<file path="src/rtl/kv_ledger_pkg.sv">
// Shared opcodes, status codes and FSM encoding for the key/balance ledger stage.
package kv_ledger_pkg;

    localparam logic [1:0] OP_ISSUE    = 2'd0;
    localparam logic [1:0] OP_RSVD     = 2'd1;
    localparam logic [1:0] OP_TRANSFER = 2'd2;
    localparam logic [1:0] OP_REFER    = 2'd3;

    localparam logic [2:0] ST_OK           = 3'd0;
    localparam logic [2:0] ST_NOT_FOUND    = 3'd1;
    localparam logic [2:0] ST_EXISTS       = 3'd2;
    localparam logic [2:0] ST_FULL         = 3'd3;
    localparam logic [2:0] ST_INSUFFICIENT = 3'd4;
    localparam logic [2:0] ST_OVERFLOW     = 3'd5;
    localparam logic [2:0] ST_BAD_OP       = 3'd6;

    typedef enum logic [1:0] {
        S_IDLE,
        S_SEARCH,
        S_EXEC,
        S_RESP
    } state_t;

endpackage

</file>
<file path="src/rtl/kv_ledger_scan.sv">
// Linear-scan tracker: one ledger entry per cycle, remembers first hits for both keys
// and the lowest free slot.
module kv_ledger_scan
    import kv_ledger_pkg::*;
#(
    parameter int IDX_W = 4,
    parameter int KEY_W = 16
) (
    input  logic             clock,
    input  logic             reset,
    input  logic             clear,
    input  logic             en,
    input  logic [IDX_W-1:0] idx,
    input  logic             entry_valid,
    input  logic [KEY_W-1:0] entry_key,
    input  logic [KEY_W-1:0] key_a,
    input  logic [KEY_W-1:0] key_b,
    output logic             hit_a,
    output logic [IDX_W-1:0] idx_a,
    output logic             hit_b,
    output logic [IDX_W-1:0] idx_b,
    output logic             free,
    output logic [IDX_W-1:0] idx_free
);

    always_ff @(posedge clock or posedge reset) begin
        if (reset) begin
            hit_a    <= 1'b0;
            idx_a    <= '0;
            hit_b    <= 1'b0;
            idx_b    <= '0;
            free     <= 1'b0;
            idx_free <= '0;
        end else if (clear) begin
            hit_a    <= 1'b0;
            idx_a    <= '0;
            hit_b    <= 1'b0;
            idx_b    <= '0;
            free     <= 1'b0;
            idx_free <= '0;
        end else if (en) begin
            // first match wins; indices are visited in ascending order
            if (entry_valid && entry_key == key_a && !hit_a) begin
                hit_a <= 1'b1;
                idx_a <= idx;
            end
            if (entry_valid && entry_key == key_b && !hit_b) begin
                hit_b <= 1'b1;
                idx_b <= idx;
            end
            if (!entry_valid && !free) begin
                free     <= 1'b1;
                idx_free <= idx;
            end
        end
    end

endmodule

</file>
<file path="src/rtl/kv_ledger_exec.sv">
// Ledger execution stage: scans all slots for each command, then applies ISSUE/TRANSFER/REFER
// in one EXEC cycle and holds the response until it is taken.
module kv_ledger_exec
    import kv_ledger_pkg::*;
#(
    parameter int NUM_ENTRIES = 16,
    parameter int KEY_W       = 16,
    parameter int VAL_W       = 32
) (
    input  logic                               clock,
    input  logic                               reset,
    input  logic                               cmd_valid,
    output logic                               cmd_ready,
    input  logic [1:0]                         cmd_op,
    input  logic [KEY_W-1:0]                   cmd_key_a,
    input  logic [KEY_W-1:0]                   cmd_key_b,
    input  logic [VAL_W-1:0]                   cmd_amount,
    output logic                               resp_valid,
    input  logic                               resp_ready,
    output logic [2:0]                         resp_status,
    output logic [VAL_W-1:0]                   resp_value,
    output logic [$clog2(NUM_ENTRIES+1)-1:0]   occupancy
);

    localparam int IDX_W = $clog2(NUM_ENTRIES);
    localparam int OCC_W = $clog2(NUM_ENTRIES + 1);

    state_t state, state_nx;

    logic [IDX_W-1:0] cnt;
    logic [1:0]       op_q;
    logic [KEY_W-1:0] key_a_q, key_b_q;
    logic [VAL_W-1:0] amt_q;

    logic [NUM_ENTRIES-1:0] ent_valid;
    logic [KEY_W-1:0]       ent_key [NUM_ENTRIES];
    logic [VAL_W-1:0]       ent_bal [NUM_ENTRIES];

    logic             hit_a, hit_b, free_found;
    logic [IDX_W-1:0] idx_a, idx_b, idx_free;
    logic             accept, scan_en, scan_last;

    logic [2:0]       ex_status;
    logic [VAL_W-1:0] ex_value, bal_a, bal_b;
    logic [VAL_W:0]   sum_b;
    logic             do_issue, do_xfer;

    assign accept    = cmd_valid && cmd_ready;
    assign scan_last = (cnt == IDX_W'(NUM_ENTRIES - 1));

    kv_ledger_scan #(.IDX_W(IDX_W), .KEY_W(KEY_W)) u_scan (
        .clock      (clock),
        .reset      (reset),
        .clear      (accept),
        .en         (scan_en),
        .idx        (cnt),
        .entry_valid(ent_valid[cnt]),
        .entry_key  (ent_key[cnt]),
        .key_a      (key_a_q),
        .key_b      (key_b_q),
        .hit_a      (hit_a),
        .idx_a      (idx_a),
        .hit_b      (hit_b),
        .idx_b      (idx_b),
        .free       (free_found),
        .idx_free   (idx_free)
    );

    always_ff @(posedge clock or posedge reset) begin
        if (reset) state <= S_IDLE;
        else       state <= state_nx;
    end

    always_comb begin
        state_nx = state;
        case (state)
            S_IDLE:   if (accept) state_nx = S_SEARCH;
            S_SEARCH: if (scan_last) state_nx = S_EXEC;
            S_EXEC:   state_nx = S_RESP;
            S_RESP:   if (resp_valid && resp_ready) state_nx = S_IDLE;
            default:  state_nx = S_IDLE;
        endcase
    end

    always_comb begin
        cmd_ready = (state == S_IDLE);
        scan_en   = (state == S_SEARCH);
    end

    // Command evaluation against the scan results; only consumed in EXEC.
    always_comb begin
        ex_status = ST_OK;
        ex_value  = '0;
        do_issue  = 1'b0;
        do_xfer   = 1'b0;
        bal_a     = ent_bal[idx_a];
        bal_b     = ent_bal[idx_b];
        sum_b     = {1'b0, bal_b} + {1'b0, amt_q};
        case (op_q)
            OP_ISSUE: begin
                if (hit_a)            ex_status = ST_EXISTS;
                else if (!free_found) ex_status = ST_FULL;
                else begin
                    do_issue = 1'b1;
                    ex_value = amt_q;
                end
            end
            OP_REFER: begin
                if (!hit_a) ex_status = ST_NOT_FOUND;
                else        ex_value  = bal_a;
            end
            OP_TRANSFER: begin
                if (!hit_a || !hit_b)        ex_status = ST_NOT_FOUND;
                else if (bal_a < amt_q)      ex_status = ST_INSUFFICIENT;
                else if (key_a_q == key_b_q) ex_value  = bal_a;
                else if (sum_b[VAL_W])       ex_status = ST_OVERFLOW;
                else begin
                    do_xfer  = 1'b1;
                    ex_value = bal_a - amt_q;
                end
            end
            default: ex_status = ST_BAD_OP;
        endcase
    end

    always_ff @(posedge clock or posedge reset) begin
        if (reset) begin
            op_q        <= '0;
            key_a_q     <= '0;
            key_b_q     <= '0;
            amt_q       <= '0;
            cnt         <= '0;
            ent_valid   <= '0;
            occupancy   <= '0;
            resp_status <= ST_OK;
            resp_value  <= '0;
            resp_valid  <= 1'b0;
        end else begin
            if (accept) begin
                op_q    <= cmd_op;
                key_a_q <= cmd_key_a;
                key_b_q <= cmd_key_b;
                amt_q   <= cmd_amount;
                cnt     <= '0;
            end else if (scan_en) begin
                cnt <= cnt + IDX_W'(1);
            end
            if (state == S_EXEC) begin
                resp_status <= ex_status;
                resp_value  <= ex_value;
                if (do_issue) begin
                    ent_valid[idx_free] <= 1'b1;
                    occupancy           <= occupancy + OCC_W'(1);
                end
            end
            // response register stage: valid rises one cycle after entering RESP
            if (state == S_RESP && !resp_valid)   resp_valid <= 1'b1;
            else if (resp_valid && resp_ready)    resp_valid <= 1'b0;
        end
    end

    // Key/balance payload needs no reset; the valid bits qualify it.
    always_ff @(posedge clock) begin
        if (state == S_EXEC) begin
            if (do_issue) begin
                ent_key[idx_free] <= key_a_q;
                ent_bal[idx_free] <= amt_q;
            end
            if (do_xfer) begin
                ent_bal[idx_a] <= bal_a - amt_q;
                ent_bal[idx_b] <= sum_b[VAL_W-1:0];
            end
        end
    end

endmodule

</file>
<file path="config.mk">
export PLATFORM = sky130hd
export DESIGN_NAME = kv_ledger_exec
export DESIGN_NICKNAME = d
export VERILOG_FILES = /design/src/rtl/kv_ledger_pkg.sv /design/src/rtl/kv_ledger_scan.sv /design/src/rtl/kv_ledger_exec.sv
export SDC_FILE = /design/constraint.sdc
export NUM_CORES = 2
export LEC_CHECK = 0
export CAP_MARGIN = 30
export CORE_UTILIZATION = 60
export DETAILED_ROUTE_END_ITERATION = 16
export PLACE_DENSITY_LB_ADDON = 0.1
export RECOVER_POWER = 100
export SYNTH_ARGS = -nofsm -noshare
export SYNTH_HDL_FRONTEND = slang
export SYNTH_HIERARCHICAL = 1
export SYNTH_SLANG_ARGS = --single-unit
</file>
<file path="constraint.sdc">
create_clock -name clock -period 19.4 [get_ports clock]
set_clock_uncertainty 0.1 [all_clocks]
set_input_delay 5.82 -clock clock [delete_from_list [all_inputs] [get_ports clock]]
set_output_delay 5.82 -clock clock [all_outputs]
set_load 0.05 [all_outputs]
</file>
==> results_dict.tcl <==
set metrics [dict create \
    p_leak_uw 0.01836 \
    setup_viol 0 \
    die_area_um2 82690 \
    worstPathRequired_ps 19600 \
    failed_checks "max-capacitance violations, max-slew violations" \
    gr-total-overflow 0 \
    gp_congestion 0.9799 \
    hold_viol 0 \
    drc 0 \
    antenna_left 0 \
    fin_crit_sh 0.7393 \
    synth_top_family_by_area "multiplexers" \
    final_cell_area_um2 54400 \
    layout.nets 3813 \
    drive_above_1_share 0.2122 \
    max_slew.worst_pin.slew_ps 4133 \
    status "complete, but fails checks" \
    grt_start_max_net_pins 71 \
    track_usage 0.3764 \
    maxCapViolCount 24 \
    synthAdderAreaFrac 0.01872 \
    clockBufferDepth 3 \
    peakVddDrop_uv 92.03 \
    cts_resized 0 \
    wl_per_cell_um 32.19 \
    min_path_type "register to register" \
    vias 34760 \
    ys.flop_type "edfxtp_1" \
    post_cts_buffers 0 \
    path_clk_slew_ps 60 \
    timing.critical_path.to "ent_bal[8][14]$_DFFE_PP_" \
    synth_nets 3771 \
    syn_inst 3629 \
    start_util 0.6074 \
    die_w_um 287.6 \
    use_met3 0.09065 \
    grt_pass1_wl_um 224900 \
    r2r-start "u_scan/idx_b[1]$_DFFE_PP0P_" \
    ios 112 \
    fmax_mhz 69.72 \
    synth_xor_area_frac 0.01915 \
    ys_ff_latch 912 \
    die_y_um 287.6 \
    crit_start "u_scan/idx_b[1]$_DFFE_PP0P_" \
    regArea_um2 26690 \
    drt-initial-drc-count 5351 \
    rr_worst_depth 16 \
    antenna_found_initial 1 \
    synthSimpleGateAreaFrac 0.07720 \
    crit_path_end_kind "register" \
    hold_buffers 0 \
    insertion_delay_ps 670 \
    grt_use_met1 0.4951 \
    drt_first_pass_iters 8 \
    slew_viol_final 748 \
    cts_made_buffers 96 \
    p_per_area_nw_per_um2 140.1 \
    relSlewSlack -1.756 \
    synth_compound_area_frac 0.09935 \
    ys_seq_area_frac 0.5450 \
    clock-sinks 912 \
    first_global_vias 34320 \
    r2r_slack_ps 5060 \
    async_flop_share 0.1579 \
    crit_type "register to register" \
    multi_input_comb_area_um2 20900 \
    ys_types 74 \
    syn_area_um2 48930 \
    wl_um 155000 \
    place_hpwl_um 100000 \
    finalCriticalPeriod_ps 14340 \
    setup_tns_ps 0 \
    crit_fanout 56 \
    grtUsageMet2 0.5913 \
    cts_max_level 3 \
    core-area_um2 80550 \
    rsz0062_at_grt "no" \
    synth_edf_count 768 \
    syn_avg_cell_area_um2 13.48 \
    io_buffers 111 \
    area_growth_pct 11.19 \
    grt_most_used_layer "met2" \
    worstPathArrival_ps 14540 \
    critPathLaunchType "register" \
    post_dp_cell_area_um2 51470 \
    synth.area.mux_share 0.2073 \
    viasPerCell 7.223 \
    cts-root-buf "clkbuf_16" \
    tritoncts "yes" \
    rows 104 \
    ys_warn_count 6 \
    r2r-end "ent_bal[8][14]$_DFFE_PP_" \
    fillerInstances 5628 \
]
==> registers in the layout, indices dropped and copies added, names as in the netlist <==
signal and flops:
ent_bal 512, ent_key 256, amt_q 32, resp_value 32, ent_valid 16, key_a_q 16
key_b_q 16, occupancy 5, cnt 4, u_scan/idx_a 4, u_scan/idx_b 4, u_scan/idx_free 4
resp_status 3, op_q 2, state 2, resp_valid 1, u_scan/free 1, u_scan/hit_a 1
u_scan/hit_b 1
==> worst min path at each step <==
stage                                   start                         to  slack, ps  depth (start not counted)
detailed placement   ent_valid[6]$_DFFE_PP0P_   ent_valid[6]$_DFFE_PP0P_        350                          1
global route         ent_valid[9]$_DFFE_PP0P_   ent_valid[9]$_DFFE_PP0P_        380                          1
global placement    ent_valid[14]$_DFFE_PP0P_  ent_valid[14]$_DFFE_PP0P_        340                          1
floorplan           ent_valid[10]$_DFFE_PP0P_  ent_valid[10]$_DFFE_PP0P_        330                          1
CTS                  ent_valid[6]$_DFFE_PP0P_   ent_valid[6]$_DFFE_PP0P_        360                          1
finish               ent_valid[6]$_DFFE_PP0P_   ent_valid[6]$_DFFE_PP0P_        360                          1
==> routing by layer <==
metal	up-vias	share of wire
met4	0	0.056
li1	14260	-
met3	514	0.13
met1	17320	0.34
met5	-	0
met2	2663	0.47
==> kinds of logic after synthesis <==
family | after synthesis
mux | 502
flops | 912
xor+xnor | 107
buf+inv | 373
simple gates | 848
fa+ha+maj | 72
compound gates | 815
==> cell type report <==
class / count / area share
timing repair buffer: 260 / 0.03866
inverter: 57 / 0.003956
clock inverter: 54 / 0.01005
multi-input combinational: 2344 / 0.3842
clock buffer: 125 / 0.04823
antenna: 1 / 0.00004600
sequential: 912 / 0.4905
tap: 1060 / 0.02438
==> cell usage in the layout, fill, tap and decap left out, types with 22 or more instances in the layout <==
master / Yosys / routed
edfxtp_1: 768 / 768
a21oi_1: 425 / 425
nor2_1: 429 / 418
mux4_2: 405 / 405
nand2_1: 233 / 233
dfrtp_1: 144 / 136
o21ai_0: 151 / 135
clkbuf_16: 0 / 98
buf_4: 1 / 89
clkbuf_1: 170 / 73
ha_1: 70 / 70
clkdlybuf4s50_1: 0 / 66
xnor2_1: 66 / 63
o221ai_1: 60 / 60
mux2i_1: 57 / 56
inv_1: 56 / 54
dlygate4sd3_1: 0 / 45
xor2_1: 41 / 41
mux2_2: 40 / 36
nand3_1: 33 / 34
a21o_1: 29 / 29
nand4_1: 22 / 22
==> critical path: stages (launching register included) <==
cell and delay, ps:
dfrtp_1 1780, clkbuf_1 2940, clkbuf_1 2000, mux4_2 480
mux4_2 510, ha_1 260, a211oi_1 310, o21ai_1 220
o2111ai_1 420, a211oi_1 270, o211ai_1 300, nand3_1 1190
nor3_4 470, buf_4 740, mux2i_1 500, o21ai_4 660
buf_4 600
==> where the power goes <==
part / internal, uW / switching [uW] / total (uW)
combinational: 1010 / 1990 / 3000
clock: 1070 / 809 / 1870
sequential: 2500 / 244 / 2750
total: 4580 / 3040 / 7620
==> through the flow <==
| step | util | hold WS [ps] | total power (uW) | cells | setup slack [ps] |
|---|---|---|---|---|---|
| final | 0.6754 | 362.8 | 7623 | 4813 | 5057 |
| after detailed placement | 0.6390 | 350.1 | 5725 | 4630 | 10370 |
| after global placement | 0.6340 | 344.3 | 5533 | 4592 | 10400 |
| after floorplan | - | 333.7 | 4640 | 3629 | 10040 |
| after CTS | 0.6784 | 364.7 | 7596 | 4809 | 10250 |
| after global routing | 0.6754 | 375.3 | 7882 | 4812 | 5032 |
==> synthesized netlist by cell type (60+ instances only) <==
cell        n  area share
edfxtp_1  768        0.47
nor2_1    429       0.033
a21oi_1   425       0.043
mux4_2    405        0.19
nand2_1   233       0.018
clkbuf_1  170       0.013
o21ai_0   151       0.015
dfrtp_1   144       0.074
buf_2      86      0.0088
ha_1       70       0.018
xnor2_1    66       0.012
o221ai_1   60       0.011
Note: power is estimated with default switching activity, not from simulation.
